===== src/rtl/hazard_fwd_unit_pkg.sv =====
// Shared types and constants for the hazard/forwarding unit.
// Shadow-pipeline stage bundles and operand-select encodings.
package hazard_fwd_unit_pkg;

  localparam int REG_W = 5;

  localparam logic [1:0] FWD_RF = 2'b00;
  localparam logic [1:0] FWD_WB = 2'b01;
  localparam logic [1:0] FWD_EM = 2'b10;

  typedef logic [REG_W-1:0] reg_idx_t;

  typedef struct packed {
    logic     valid;
    reg_idx_t rs1;
    reg_idx_t rs2;
    reg_idx_t rd;
    logic     rw;
    logic     mr;
  } id_ex_t;

  typedef struct packed {
    reg_idx_t rd;
    logic     rw;
    logic     mr;
  } ex_mem_t;

  typedef struct packed {
    reg_idx_t rd;
    logic     rw;
  } mem_wb_t;

  localparam id_ex_t  ID_EX_NOP  = '0;
  localparam ex_mem_t EX_MEM_NOP = '0;
  localparam mem_wb_t MEM_WB_NOP = '0;

endpackage


===== src/rtl/hazard_fwd_unit_fwd_sel.sv =====
// Operand forwarding select for one execute-stage source register.
// EX/MEM result wins over MEM/WB; x0 never forwards.
module fwd_sel
  import hazard_fwd_unit_pkg::*;
(
  input  logic       src_valid_i,
  input  reg_idx_t   src_idx_i,
  input  reg_idx_t   em_rd_i,
  input  logic       em_rw_i,
  input  reg_idx_t   wb_rd_i,
  input  logic       wb_rw_i,
  output logic [1:0] sel_o
);

  logic em_hit;
  logic wb_hit;

  assign em_hit = em_rw_i && (em_rd_i != '0)
               && (em_rd_i == src_idx_i);
  assign wb_hit = wb_rw_i && (wb_rd_i != '0)
               && (wb_rd_i == src_idx_i);

  always_comb begin
    sel_o = FWD_RF;
    if (src_valid_i) begin
      priority case (1'b1)
        em_hit:  sel_o = FWD_EM;
        wb_hit:  sel_o = FWD_WB;
        default: sel_o = FWD_RF;
      endcase
    end
  end

endmodule


===== src/rtl/hazard_fwd_unit.sv =====
// Hazard detection and forwarding control for a 5-stage pipeline.
// Tracks a shadow of ID/EX, EX/MEM, MEM/WB to drive stalls/flushes.
module hazard_fwd_unit
  import hazard_fwd_unit_pkg::*;
(
  input  logic        clk,
  input  logic        rst_n,
  input  logic        id_valid,
  input  logic [4:0]  id_rs1,
  input  logic [4:0]  id_rs2,
  input  logic [4:0]  id_rd,
  input  logic        id_regWrite,
  input  logic        id_memRead,
  input  logic        ex_branchTaken,
  output logic [1:0]  forwardA,
  output logic [1:0]  forwardB,
  output logic        pcWrite,
  output logic        ifidWrite,
  output logic        idexBubble,
  output logic        ifidFlush,
  output logic [31:0] stallCount,
  output logic [31:0] flushCount
);

  id_ex_t      idex_q,  idex_d;
  ex_mem_t     exmem_q, exmem_d;
  mem_wb_t     memwb_q, memwb_d;
  logic [31:0] stall_cnt_q, stall_cnt_d;
  logic [31:0] flush_cnt_q, flush_cnt_d;

  logic flush;
  logic luse;
  logic stall;
  logic unused_mr;

  assign unused_mr = exmem_q.mr;

  // Outputs must hold reset values while rst_n is low, even if a
  // branch is reported, so the flush is qualified by rst_n.
  assign flush = ex_branchTaken && rst_n;
  assign luse  = id_valid && idex_q.mr && (idex_q.rd != '0)
              && ((idex_q.rd == id_rs1) || (idex_q.rd == id_rs2));
  assign stall = luse && !flush;

  assign pcWrite    = !stall;
  assign ifidWrite  = !stall;
  assign idexBubble = stall || flush;
  assign ifidFlush  = flush;

  assign stallCount = stall_cnt_q;
  assign flushCount = flush_cnt_q;

  always_comb begin
    idex_d       = '{valid: id_valid, rs1: id_rs1, rs2: id_rs2,
                     rd: id_rd, rw: id_regWrite, mr: id_memRead};
    exmem_d      = '{rd: idex_q.rd, rw: idex_q.rw, mr: idex_q.mr};
    memwb_d      = '{rd: exmem_q.rd, rw: exmem_q.rw};
    stall_cnt_d  = stall_cnt_q;
    flush_cnt_d  = flush_cnt_q;
    if (stall || flush) idex_d = ID_EX_NOP;
    if (stall && (stall_cnt_q != '1))
      stall_cnt_d = stall_cnt_q + 32'd1;
    if (flush && (flush_cnt_q != '1))
      flush_cnt_d = flush_cnt_q + 32'd1;
  end

  always_ff @(posedge clk or negedge rst_n) begin
    if (!rst_n) begin
      idex_q      <= ID_EX_NOP;
      exmem_q     <= EX_MEM_NOP;
      memwb_q     <= MEM_WB_NOP;
      stall_cnt_q <= '0;
      flush_cnt_q <= '0;
    end else begin
      idex_q      <= idex_d;
      exmem_q     <= exmem_d;
      memwb_q     <= memwb_d;
      stall_cnt_q <= stall_cnt_d;
      flush_cnt_q <= flush_cnt_d;
    end
  end

  fwd_sel u_fwd_a (
    .src_valid_i (idex_q.valid),
    .src_idx_i   (idex_q.rs1),
    .em_rd_i     (exmem_q.rd),
    .em_rw_i     (exmem_q.rw),
    .wb_rd_i     (memwb_q.rd),
    .wb_rw_i     (memwb_q.rw),
    .sel_o       (forwardA)
  );

  fwd_sel u_fwd_b (
    .src_valid_i (idex_q.valid),
    .src_idx_i   (idex_q.rs2),
    .em_rd_i     (exmem_q.rd),
    .em_rw_i     (exmem_q.rw),
    .wb_rd_i     (memwb_q.rd),
    .wb_rw_i     (memwb_q.rw),
    .sel_o       (forwardB)
  );

endmodule


===== config.mk =====
export PLATFORM = sky130hd
export DESIGN_NAME = hazard_fwd_unit
export DESIGN_NICKNAME = d
export VERILOG_FILES = /design/src/rtl/hazard_fwd_unit_pkg.sv /design/src/rtl/hazard_fwd_unit_fwd_sel.sv /design/src/rtl/hazard_fwd_unit.sv
export SDC_FILE = /design/constraint.sdc
export NUM_CORES = 1
export LEC_CHECK = 0
export ABC_AREA = 1
export CORE_MARGIN = 2
export CORE_UTILIZATION = 54
export DETAILED_ROUTE_END_ITERATION = 6
export PLACE_DENSITY = 0.81
export SLEW_MARGIN = 25
export SYNTH_ARGS = -nofsm -noshare
export SYNTH_HDL_FRONTEND = slang
export SYNTH_HIERARCHICAL = 1
export SYNTH_SLANG_ARGS = --single-unit

===== constraint.sdc =====
create_clock -name clk -period 2.4 [get_ports clk]
set_input_delay 0.48 -clock clk [delete_from_list [all_inputs] [get_ports clk]]
set_output_delay 0.48 -clock clk [all_outputs]
set_load 0.005 [all_outputs]

==> results of run 1 <==
path summary, 6_finish.rpt:
kind / start / end / slack, ns / cells past startpoint
max: id_rs2[4] / ifidWrite / 0.08 / 9
min: rst_n / idex_q[15] / 0.25 / 2
max reg2reg: flushCount[0] / flushCount[27] / 0.37 / 11
min reg2reg: exmem_d[1] / exmem_q[1] / 0.36 / 0
max in group asynchronous: rst_n / stallCount[20] / 1.11 / 3
min in group clk: exmem_d[1] / exmem_q[1] / 0.36 / 0
layout by cell type, fill, tap and decap left out, types with 2 or more instances in the layout:
| cell type | synthesis | layout |
|---|---|---|
| nand2_1 | 365 | 364 |
| nor2_1 | 105 | 102 |
| inv_1 | 99 | 99 |
| dfrtp_1 | 94 | 93 |
| clkdlybuf4s50_1 | 0 | 84 |
| xor2_1 | 31 | 31 |
| nand3_1 | 27 | 26 |
| nor3_1 | 21 | 21 |
| o21ai_0 | 19 | 19 |
| nand4_1 | 14 | 14 |
| buf_4 | 1 | 14 |
| clkbuf_8 | 0 | 11 |
| xnor2_1 | 10 | 10 |
| inv_2 | 8 | 8 |
| nand3b_1 | 8 | 8 |
| nand2_2 | 5 | 6 |
| nor2_2 | 3 | 6 |
| dlymetal6s2s_1 | 0 | 4 |
| o21ai_1 | 4 | 4 |
| nor4_1 | 2 | 2 |
| ha_1 | 2 | 2 |
| clkbuf_1 | 0 | 2 |
| dlygate4sd2_1 | 0 | 2 |
| buf_12 | 0 | 2 |
| nor3_2 | 2 | 2 |
metrics by stage:
step                hold WS [ns]  utilization [%]
global placement          0.3327            66.19
detailed placement        0.3425            66.19
floorplan                 0.1844                -
global route              0.2966            68.43
finish                    0.2540            68.43
CTS                       0.2723            68.21
flip-flops by register name, summed over array words and instances, names as in the netlist:
name        cells
exmem_d         7
idex_q         11
memwb_q         6
exmem_q         6
stallCount     32
flushCount     32
per-layer routing:
layer	GRT usage, %	part of all wire [%]
met1	33.75	45
met2	41.15	48
met3	3.216	5.3
met4	7.895	1.7
met5	0	0
final cells by class:
class                           instances  area (µm²)  area share [%]
Clock buffer                           13       158.9           2.280
Clock inverter                          3       42.54          0.6104
Multi-Input combinational cell        620        2784           39.95
Timing Repair Buffer                  107        1059           15.19
Sequential cell                        94        2354           33.77
Tap cell                              136       170.2           2.442
Inverter                              107       401.6           5.763
where the power goes:
group,total [mW],switching [mW],internal (mW)
logic,0.644,0.330,0.313
clock network,1.06,0.521,0.539
registers,1.84,0.140,1.70
total,3.54,0.991,2.55
repair_timing:
item,in CTS,in global routing
hold buffers,0,0
endpoints found under the setup margin,3,6
pin swaps,0,3
hold endpoints to repair,0,0
gates resized for setup,5,11
kinds of logic after synthesis:
group	after synthesis	synth area share, %
AND/OR/NAND/NOR	554	40.39
buffers and inverters	121	8.691
flip-flops	94	42.00
XOR/XNOR	41	6.412
AO/OA/AOI/OAI	23	2.055
adder cells (fa/ha/maj)	2	0.4468
==> flow_summary.yaml, run 1 <==
grt:
  grt_pass1_wl_um: 22490
  grt_pass1_vias: 4948
  grt_max_degree: 50
  overflow: 0
  grt_antenna_before_repair: 0
  grt_use_total_pct: 24.75
route:
  wire_per_inst_um: 12.22
  drtAntennaViolNets: 0
  dr.pass1.iters: 7
  drt_iter0_drc: 249
  drc: 0
  routed_wl_um: 13190
  viasPerCell: 4.922
  vias: 5316
clock_tree:
  cts_setup_buffers: 0
  clock_latency_ns: 0.36
  cts_tree: "built"
  clock-root-buffer: "clkbuf_8"
  clkSinkCount: 94
  cts.htree.levels: 3
  cts_buffer_depth: 2
  path_clk_slew_ns: 0.08
  numCtsBuffers: 9
sta:
  slew_headroom_pct: 58.98
  worstMarginPinSlew_ns: 0.6153
  setup_violations: 0
  layout_worst_path_cycle_share_pct: 96.68
  fin_ws_ns: 0.07971
  maxSlewViolCount: 0
  fin_skew_ns: 0.01741
  fmax_mhz: 431.0
  timing.setup.tns_ns: 0
  grt_setup_unrepaired: "no"
  finalHoldViolations: 0
  period_minus_slack_ns: 2.320
synthesis:
  synth_edf_count: 0
  synthesis.area_um2: 5600
  ys.flop_type: "dfrtp_1"
  synthCells: 835
  yosys.cell_types.count: 23
  ys.warnings.count: 6
  synth_top_cell_by_area: "dfrtp_1"
  synth_top_area_share_pct: 42.00
  synth_area_leaders: "dfrtp_1 42%, nand2_1 24%, nor2_1 7.0%, inv_1 6.6%, xor2_1 4.8%"
  synth_seq_area_share_pct: 42.00
  synth_area_per_cell_um2: 6.707
  ys_ff_latch: 94
  async_flop_share_pct: 100.0
  synth_nets: 858
  synth_most_common_cell: "nand2_1"
  synth_common_cells: "365 x nand2_1, 105 x nor2_1, 99 x inv_1, 94 x dfrtp_1, 31 x xor2_1"
power:
  irDropWorstVdd_mv: 0.3031
  p_leak_nw: 3.450
  power_density_nw_per_um2: 508.4
  p_total_mw: 3.543
run_status:
  status: "complete, no violations"
setup_path:
  end_kind: "output port"
  critPathMaxStageDelay_ns: 0.48
  cp-start-kind: "input port"
  slowest_stage: "clkdlybuf4s50_1"
  crit_buf_inv: 3
  cp_max_fo: 3
  crit_path_cell_trace: "clkdlybuf4s50_1 > inv_1 > nand2_1 > nand2_1 > nor2_1 > nand3_1 > nand2_2 > nand3_4 > dlygate4sd2_1"
  cp_top_family: "buffers and inverters"
  cp_common_cell: "nand2_1"
  cp.arrival_ns: 1.84
  critPathRequiredTime_ns: 1.92
  crit_type: "in2out"
run:
  cap_violations: 0
layout:
  fill_cells: 898
  stdcell_count: 1080
  nets: 962
  drive_above_1_share_pct: 6.038
  layout-area-overhead-vs-synth_pct: 24.44
  antenna_cells: 0
  design_area_um2: 6969
placed_design:
  gp_congestion: 0.9323
  postPlaceCellArea_um2: 6741
  pre_cts_ws_ns: -0.2005
  dp_hpwl_um: 10050
  dp_cells: 1064
  port_buffers: 92
floorplan:
  dieArea_um2: 11200
  row_count: 37
  core-area_um2: 10180
  initial_utilization_pct: 54.99
  io_pins: 93
  die_y_um: 105.8
  die_w_um: 105.8
min_path:
  hold_path_class: "in2async"
No activity file was read; power rests on OpenSTA's default activity.
==> run 2, diff against run 1 <==
--- a/config.mk
+++ b/config.mk
@@ -15,3 +15,4 @@
 export SYNTH_HDL_FRONTEND = slang
 export SYNTH_HIERARCHICAL = 1
 export SYNTH_SLANG_ARGS = --single-unit
+export TNS_END_PERCENT = 1
==> run 2 against run 1 <==
Effect of this change:
- clock-buffer cell count unchanged
- sequential power about the same
- combinational power about the same
- non-clock buffer count unchanged
- setup slack about the same
- final cell count unchanged
- global-route usage unchanged
- flip-flop and latch count unchanged
- die area unchanged
- sequential share of layout area about the same
- critical endpoint unchanged
==> flow_summary.yaml, run 2 (synthesis gave the netlist of run 1 again) <==
placed_design:
  dp_hpwl_um: 10050
  gp_congestion: 0.9323
  port_buffers: 92
power:
  power_density_nw_per_um2: 508.3
  irDropWorstVdd_mv: 0.3031
  p_leak_nw: 3.431
setup_path:
  critPathRequiredTime_ns: 1.92
  cp-start-kind: "input port"
  end_kind: "output port"
  r2r-start: "flushCount[0]"
  crit_path_cell_trace: "clkdlybuf4s50_1 > inv_1 > nand2_1 > nand2_1 > nor2_1 > nand3_1 > nand2_2 > nand3_4 > dlygate4sd2_1"
  crit_type: "in2out"
  cp_common_cell: "nand2_1"
  cp_max_fo: 3
  slowest_stage: "clkdlybuf4s50_1"
  cp.arrival_ns: 1.84
  reg2reg_slack_ns: 0.37
  reg2reg_depth: 11
  critPathMaxStageDelay_ns: 0.48
  regToRegEndpoint: "flushCount[27]"
floorplan:
  dieArea_um2: 11200
  io_pins: 93
  die_w_um: 105.8
  die_y_um: 105.8
  row_count: 37
  core-area_um2: 10180
  initial_utilization_pct: 54.99
layout:
  nets: 962
  fin_util_pct: 68.40
  antenna_cells: 0
  layout-area-overhead-vs-synth_pct: 24.40
  most-common-layout-cells: "364 x nand2_1, 102 x nor2_1, 99 x inv_1"
  final_common_cell: "nand2_1"
  drive_above_1_share_pct: 6.038
clock_tree:
  numCtsBuffers: 9
  path_clk_slew_ns: 0.08
  cts_setup_buffers: 0
  cts_tree: "built"
  clock_latency_ns: 0.36
  clkSinkCount: 94
  cts.htree.levels: 3
  cts_buffer_depth: 2
  clock-root-buffer: "clkbuf_8"
route:
  drtAntennaViolNets: 0
  drt_iter0_drc: 248
  highest_layer: "met4"
  wl_met2_um: 6357
  viasPerCell: 4.924
  wire_per_inst_um: 12.20
  vias: 5318
  wl_met1_um: 5834
  dr.pass1.iters: 7
  routed_wl_um: 13180
  drc: 0
  met3WireLength_um: 756
grt:
  grt_pass1_wl_um: 22490
  grt_antenna_before_repair: 0
  grt_use_total_pct: 24.75
  grt_max_degree: 50
  overflow: 0
  grt_pass1_vias: 4948
sta:
  whs_ns: 0.2548
  maxSlewViolCount: 0
  fin_skew_ns: 0.01745
  grt_setup_unrepaired: "yes"
  slew_headroom_pct: 58.98
  timing.setup.tns_ns: 0
  layout_worst_path_cycle_share_pct: 96.70
  fmax_mhz: 430.9
  setup_violations: 0
  worstMarginPinSlew_ns: 0.6153
  period_minus_slack_ns: 2.321
  finalHoldViolations: 0
run:
  cap_violations: 0
min_path:
  hold_path_class: "in2async"
run_status:
  status: "complete, no violations"
run 2: how the worst max path moves through the flow:
stage	to	slack [ns]	startpoint
after detailed placement	idexBubble	-0.20	id_rs1[1]
after CTS	ifidWrite	0.06	id_rs1[1]
final	ifidWrite	0.08	id_rs2[4]
after floorplan	idexBubble	0.61	id_rs1[4]
after global routing	forwardA[0]	-0.004	idex_q[15]
after global placement	pcWrite	-0.18	id_rs1[1]
run 2: what timing repair did:
action	CTS	global route
endpoints found under the setup margin	3	6
hold buffers	0	0
pin swaps	0	2
cloned	0	0
gates resized for setup	5	10
run 2: per-layer routing:
layer / vias to the layer above / track usage (%)
li1: 2734 / -
met3: 19 / 3.216
met5: - / 0
met4: 0 / 7.895
met2: 163 / 41.15
met1: 2402 / 33.75
run 2: stage by stage:
stage,area [µm²],setup WS [ns],std cells,total power [mW]
floorplan,5600,0.6135,835,2.174
global placement,6741,-0.1831,1064,2.499
detailed placement,6741,-0.2005,1064,2.518
CTS,6947,0.06376,1080,3.573
global route,6967,-0.003832,1080,3.750
finish,6967,0.07922,1080,3.541
run 2: power breakdown:
group | leakage, nW | internal, mW | switching [mW]
Sequential | 1.24 | 1.70 | 0.140
Combinational | 2.09 | 0.313 | 0.330
Clock | 0.0996 | 0.539 | 0.519
run 2: area by class of cell:
class	instances	area, µm²
timing repair buffer	107	1056
inverter	107	401.6
clock buffer	13	158.9
fill	897	3218
clock inverter	3	42.54
multi-input combinational	620	2784
tap	136	170.2
sequential	94	2354
run 2: critical path, delay by kind of cell:
family	cells	cell delay (ns)
simple gates	6	0.55
buf+inv	3	0.82
==> run 3, diff against run 2 <==
--- a/config.mk
+++ b/config.mk
@@ -6,6 +6,7 @@
 export NUM_CORES = 1
 export LEC_CHECK = 0
 export ABC_AREA = 1
+export CAP_MARGIN = 20
 export CORE_MARGIN = 2
 export CORE_UTILIZATION = 54
 export DETAILED_ROUTE_END_ITERATION = 6
==> results of run 3 <==
Same layout as run 2: the final DEF is identical, and so are final timing and power.
==> RTL edit 1: new RTL, config.mk and constraints of run 1 <==
Register the output `flushCount` once more, with the module's reset; this adds one clock of latency there. The other outputs are not delayed to match.
--- a/src/rtl/hazard_fwd_unit.sv
+++ b/src/rtl/hazard_fwd_unit.sv
@@ -48,7 +48,13 @@
   assign ifidFlush  = flush;
 
   assign stallCount = stall_cnt_q;
-  assign flushCount = flush_cnt_q;
+  always_ff @(posedge clk or negedge rst_n) begin
+    if (!rst_n) begin
+      flushCount <= '0;
+    end else begin
+      flushCount <= flush_cnt_q;
+    end
+  end
 
   always_comb begin
     idex_d       = '{valid: id_valid, rs1: id_rs1, rs2: id_rs2,
Behaviour: not the same (a bounded check fails within 4 cycles, from zero or initial values and one cycle with rst_n low).
==> RTL edit 1 against run 1 <==
  * Critical path type unchanged
  * Synthesized area increased by 17%
  * Largest power group is now clock
  * Final area grew 19%
  * Power up 58%
  * Routed wire length rose by 18%
  * Global-route usage is 0.59 points higher
  * Utilization grew 1.1 points
  * Sequential cell count rose by 32
  * Clock skew shrank 0.010 ns
  * Worst setup slack lost 0.0085 ns
==> RTL edit 1: results (changes against run 1) <==
Outcome
  • Status: completed

Drt
  • WL/cell: 13.5 µm (+10%)
  • Vias/cell: 5.04 (+2.5%)
  • Via total after detailed routing: 5840 (+9.9%)
  • Initial DRC Count: 473 (+90%)

Pwr
  • P_sw: 1.40 mW (+42%)
  • Worst ir drop on vdd: 579 µV (+91%)

Yosys
  • Post-synth cell types: 29 (+26%)
  • Top post-synthesis cells by area: dfrtp_1 48%, nand2_1 21%, nor2_1 6.5%
  • Synthesized instance count: 881 (+5.5%)
  • Complex-gate fraction of the synthesized area: 0.0219 (+0.00135)
  • Post-synthesis xor/xnor area fraction: 0.0507 (-0.0135)
  • Sequential cell area fraction in the yosys report: 0.480 (+0.0599)
  • Commonest cells in the netlist: 368 x nand2_1, 126 x dfrtp_1, 113 x nor2_1
  • Post-Synth Adder-Cell Area: 0.00381 (-0.000659)
  • Syn nets: 904 (+5.4%)

Timing
  • Least-Margin Pin Slew: 0.665 ns (+0.0499 ns)
  • Final Hold Slack: 0.156 ns (-0.0980 ns)
  • Clk_skew: 0.00717 ns (-0.0102 ns)

Place
  • Placed Cells incl. Taps: 1123 (+5.5%)
  • Placed cell area: 7720 µm² (+15%)
  • Placer Congestion: 0.923 (-1.0%)
  • Dpl ws: -0.186 ns (+0.0143 ns)
  • Dpl hpwl: 11.0 mm (+9.8%)

Global routing
  • Pin count of the biggest net entering global routing: 127 (+150%)
  • Number of global-route vias before repair: 5349 (+8.1%)
  • Global-route wire length before repair: 25.7 mm (+14%)
  • Gr usage total: 0.253 (+0.00592)

Critical path
  • R2r worst-path depth: 13 (+2)
  • Crit path largest cell delay: 0.52 ns (+0.04 ns)
  • FF-to-FF End: flush_cnt_q[26]
  • CP Max Fanout: 4 (+1)
  • Crit path DAT: 1.85 ns
  • R2R setup slack: 0.34 ns (-0.03 ns)

Finish
  • Nets: 1021 (+6.1%)
  • Layout cell share with drive strength beyond 1: 0.0959 (+0.0356)

Clock tree
  • Clock Latency Late Sink: 0.42 ns (+0.06 ns)
  • H-tree Lvls: 4 (+1)
  • CTS Buf Count: 17 (+8)
  • Clk pin slew, worst setup/hold paths: 0.06 ns (-0.02 ns)
-- RTL edit 1: what timing repair did --
| item | CTS | global route |
|---|---|---|
| gates cloned | 0 | 0 |
| setup endpoints to repair | 6 | 5 |
| gates resized for setup | 10 | 5 |
| hold buffers | 0 | 0 |
| buffers inserted | 1 | 2 |
| pin swaps | 2 | 0 |
-- RTL edit 1: routing by layer --
layer  global-route usage  part of all wire  up-vias  routed length, µm
met1                0.353              0.46     2715               7240
met3               0.0662             0.064       31                998
li1                     -                 -     2914                  -
met2                0.385              0.45      180               7010
met4               0.0951             0.023        0                357
met5                    0                 0        -                  0
-- RTL edit 1: final cells by class --
class / instances / area (µm²)
multi-input cells: 634 / 2890
fillers: 996 / 3640
repair buffers: 112 / 1110
inverters: 107 / 404
flip-flops and latches: 126 / 3150
clock buffers: 21 / 460
clock inverters: 11 / 116
well taps: 147 / 184
-- RTL edit 1: cell families after synthesis --
kind of cell             Yosys count
AO/OA/AOI/OAI                     25
XOR/XNOR                          38
adder cells (fa/ha/maj)            2
buffers and inverters            121
flip-flops                       126
AND/OR/NAND/NOR                  569
-- RTL edit 1: how the worst max path moves through the flow --
stage | to | cells past startpoint | from | slack [ns]
final | ifidFlush | 4 | ex_branchTaken | 0.07
after global routing | idexBubble | 10 | id_rs1[4] | 0.02
after CTS | forwardA[1] | 7 | idex_q[15] | 0.008
after detailed placement | pcWrite | 10 | id_rs2[1] | -0.19
after global placement | idexBubble | 10 | id_rs2[1] | -0.14
after floorplan | idexBubble | 9 | id_rs2[3] | 0.65
-- RTL edit 1: power by group through the flow --
stage               registers, mW  clock network [mW]  logic [mW]
global route                 2.48                2.65       0.721
finish                       2.46                2.49       0.642
detailed placement           2.49                   0       0.638
CTS                          2.46                2.53       0.645
floorplan                    2.46                   0       0.317
global placement             2.49                   0       0.627
==> RTL edit 2: new RTL, config.mk and constraints of run 1 <==
Without the edit above. Make the reset (`rst_n`) synchronous in one clocked block.
--- a/src/rtl/hazard_fwd_unit.sv
+++ b/src/rtl/hazard_fwd_unit.sv
@@ -64,7 +64,7 @@
       flush_cnt_d = flush_cnt_q + 32'd1;
   end
 
-  always_ff @(posedge clk or negedge rst_n) begin
+  always_ff @(posedge clk) begin
     if (!rst_n) begin
       idex_q      <= ID_EX_NOP;
       exmem_q     <= EX_MEM_NOP;
Behaviour: differs if rst_n is asserted again (counterexample within 4 cycles, from zero or initial values and one cycle with rst_n low); with rst_n held inactive, the same outputs for 10 cycles.
==> RTL edit 2 against run 1 <==
  * Utilization decreased by 0.29 points
  * Worst setup slack improved by 0.014 ns
  * Critical path depth increased by 1
  * Routed wire length increased by 8.8%
  * First-iteration DRC count increased by 63%
  * Synthesized area increased by 3.1%
  * Sequential share of layout area decreased by 7.1 points
  * Register-to-register slack got worse by 0.06 ns
  * Sequential cell count unchanged
  * Final area increased by 1.4%
Power is not compared: it rests on default switching activity, and its combinational part moved more than twofold at a synthesized area within 25%.
==> RTL edit 2: results (changes against run 1) <==
Outcome
  • Status: completed

Global routing
  • Global-route wire length before repair: 23.5 mm (+4.4%)
  • Pin count of the biggest net entering global routing: 53 (+6.0%)
  • Initial antenna violation count: 0 (unchanged)
  • Number of global-route vias before repair: 4973 (+0.51%)
  • Gr usage total: 0.254 (+0.00633)
  • Gr ovfl total: 0 (unchanged)

Place
  • Dpl hpwl: 10.8 mm (+7.0%)
  • Dpl ws: -0.274 ns (-0.0730 ns)
  • Placer Congestion: 0.953 (+2.2%)
  • Placed cell area: 6860 µm² (+1.8%)

Critical path
  • FF-to-FF Start: flushCount[0]
  • R2r worst-path depth: 11 (unchanged)
  • R2R setup slack: 0.31 ns (-0.06 ns)
  • CP Max Fanout: 3 (unchanged)
  • FF-to-FF End: flushCount[8]

Yosys
  • Main synth FF type: dfxtp_1
  • Syn nets: 981 (+14%)
  • Commonest cells in the netlist: 336 x nand2_1, 182 x nor2_1, 133 x inv_1
  • Top post-synthesis cells by area: dfxtp_1 33%, nand2_1 22%, nor2_1 12%
  • Synth async-reset ratio: 0 (-1.00)
  • Sequential cell area fraction in the yosys report: 0.326 (-0.0941)
  • Post-synth cell types: 35 (+52%)

Clock tree
  • H-tree Lvls: 3 (unchanged)
  • Clock Latency Late Sink: 0.38 ns (+0.02 ns)
  • Clk pin slew, worst setup/hold paths: 0.09 ns
  • CTS Root Cell: clkbuf_8

Timing
  • Least-Margin Pin Slew: 0.531 ns (-0.0843 ns)
  • Period utilisation layout: 0.961 (-0.00597)
  • Final Hold Slack: 0.408 ns (+0.154 ns)
  • Clk_skew: 0.00893 ns (-0.00848 ns)

Drt
  • Initial DRC Count: 405 (+63%)
  • Pre-antenna DRT Iters: 7 (unchanged)
  • Via total after detailed routing: 5806 (+9.2%)
  • Post-detailed-routing wire length: 14.4 mm (+8.8%)

Min path
  • Hold Crit Class: input pin to register

Finish
  • Nets: 1081 (+12%)
  • Antenna diode count: 0 (unchanged)
  • Layout cell share with drive strength beyond 1: 0.0960 (+0.0357)

Pwr
  • Worst ir drop on vdd: 282 µV
-- RTL edit 2: changes by cell type after synthesis, moves of 5 or more --
cell,delta
xnor2_1,-7
dfxtp_1,+94
xor2_1,+5
nand2_2,+13
clkbuf_1,+7
a21oi_2,+18
nor2_1,+77
nand2_1,-29
buf_2,-9
dfrtp_1,-94
o21ai_0,-12
a21oi_1,+6
o21ai_1,+7
inv_1,+34
-- RTL edit 2: kinds of logic after synthesis --
kind of cell,count (synthesis),synth area share
adder cells (fa/ha/maj),2,0.00433
AND/OR/NAND/NOR,614,0.442
XOR/XNOR,39,0.0592
flip-flops,94,0.326
AO/OA/AOI/OAI,42,0.0481
buffers and inverters,167,0.120
-- RTL edit 2: worst max-delay path by stage --
stage                              from             end  depth (start not counted)
after floorplan           flushCount[0]  flushCount[11]                         11
after global placement        id_rs2[1]         pcWrite                          9
after detailed placement      id_rs2[1]         pcWrite                          9
after CTS                     id_rs1[0]         pcWrite                          9
after global routing          id_rs2[2]      idexBubble                         10
final                         id_rs2[2]      idexBubble                         10
-- RTL edit 2: metal layers --
| layer | vias to the layer above | global-route usage | part of all wire |
|---|---|---|---|
| met5 | - | 0 | 0 |
| met4 | 0 | 0.0852 | 0.018 |
| met3 | 18 | 0.0297 | 0.058 |
| met2 | 169 | 0.401 | 0.44 |
| met1 | 2561 | 0.361 | 0.48 |
| li1 | 3058 | - | - |
-- RTL edit 2: timing repair --
action / in CTS / in global routing
gates resized for setup: 7 / 11
hold buffers: 0 / 0
pin swaps: 1 / 4
endpoints found under the setup margin: 3 / 4
endpoints found under the hold margin: 0 / 0
buffers inserted: 1 / 0
-- RTL edit 2: area by class of cell --
type	instances	area, µm²
Sequential cell	94	1880
Inverter	147	554
Tap cell	136	170
Fill cell	996	3300
Clock inverter	5	35.0
Clock buffer	10	138
Multi-Input combinational cell	697	3220
Timing Repair Buffer	109	1070
-- RTL edit 2: stage by stage --
step | cells | total power [mW]
after global placement | 1182 | 1.90
after CTS | 1198 | 2.87
final | 1198 | 2.85
after detailed placement | 1182 | 1.90
after floorplan | 958 | 1.80
after global routing | 1198 | 2.98
-- RTL edit 2: critical path, cell delays in order --
cell and delay, ns:
clkdlybuf4s50_1 0.47, inv_1 0.05, nand2_1 0.05, nand2_1 0.06
nor2_1 0.12, nand3_1 0.10, nand2_2 0.14, nand2_2 0.07
nand2_2 0.08, clkdlybuf4s15_1 0.20
-- RTL edit 2: power by group --
part	leakage, nW	internal [mW]	switching, mW
sequential	0.763	1.59	0.0298
clock	0.0885	0.401	0.575
combinational	2.20	0.110	0.144
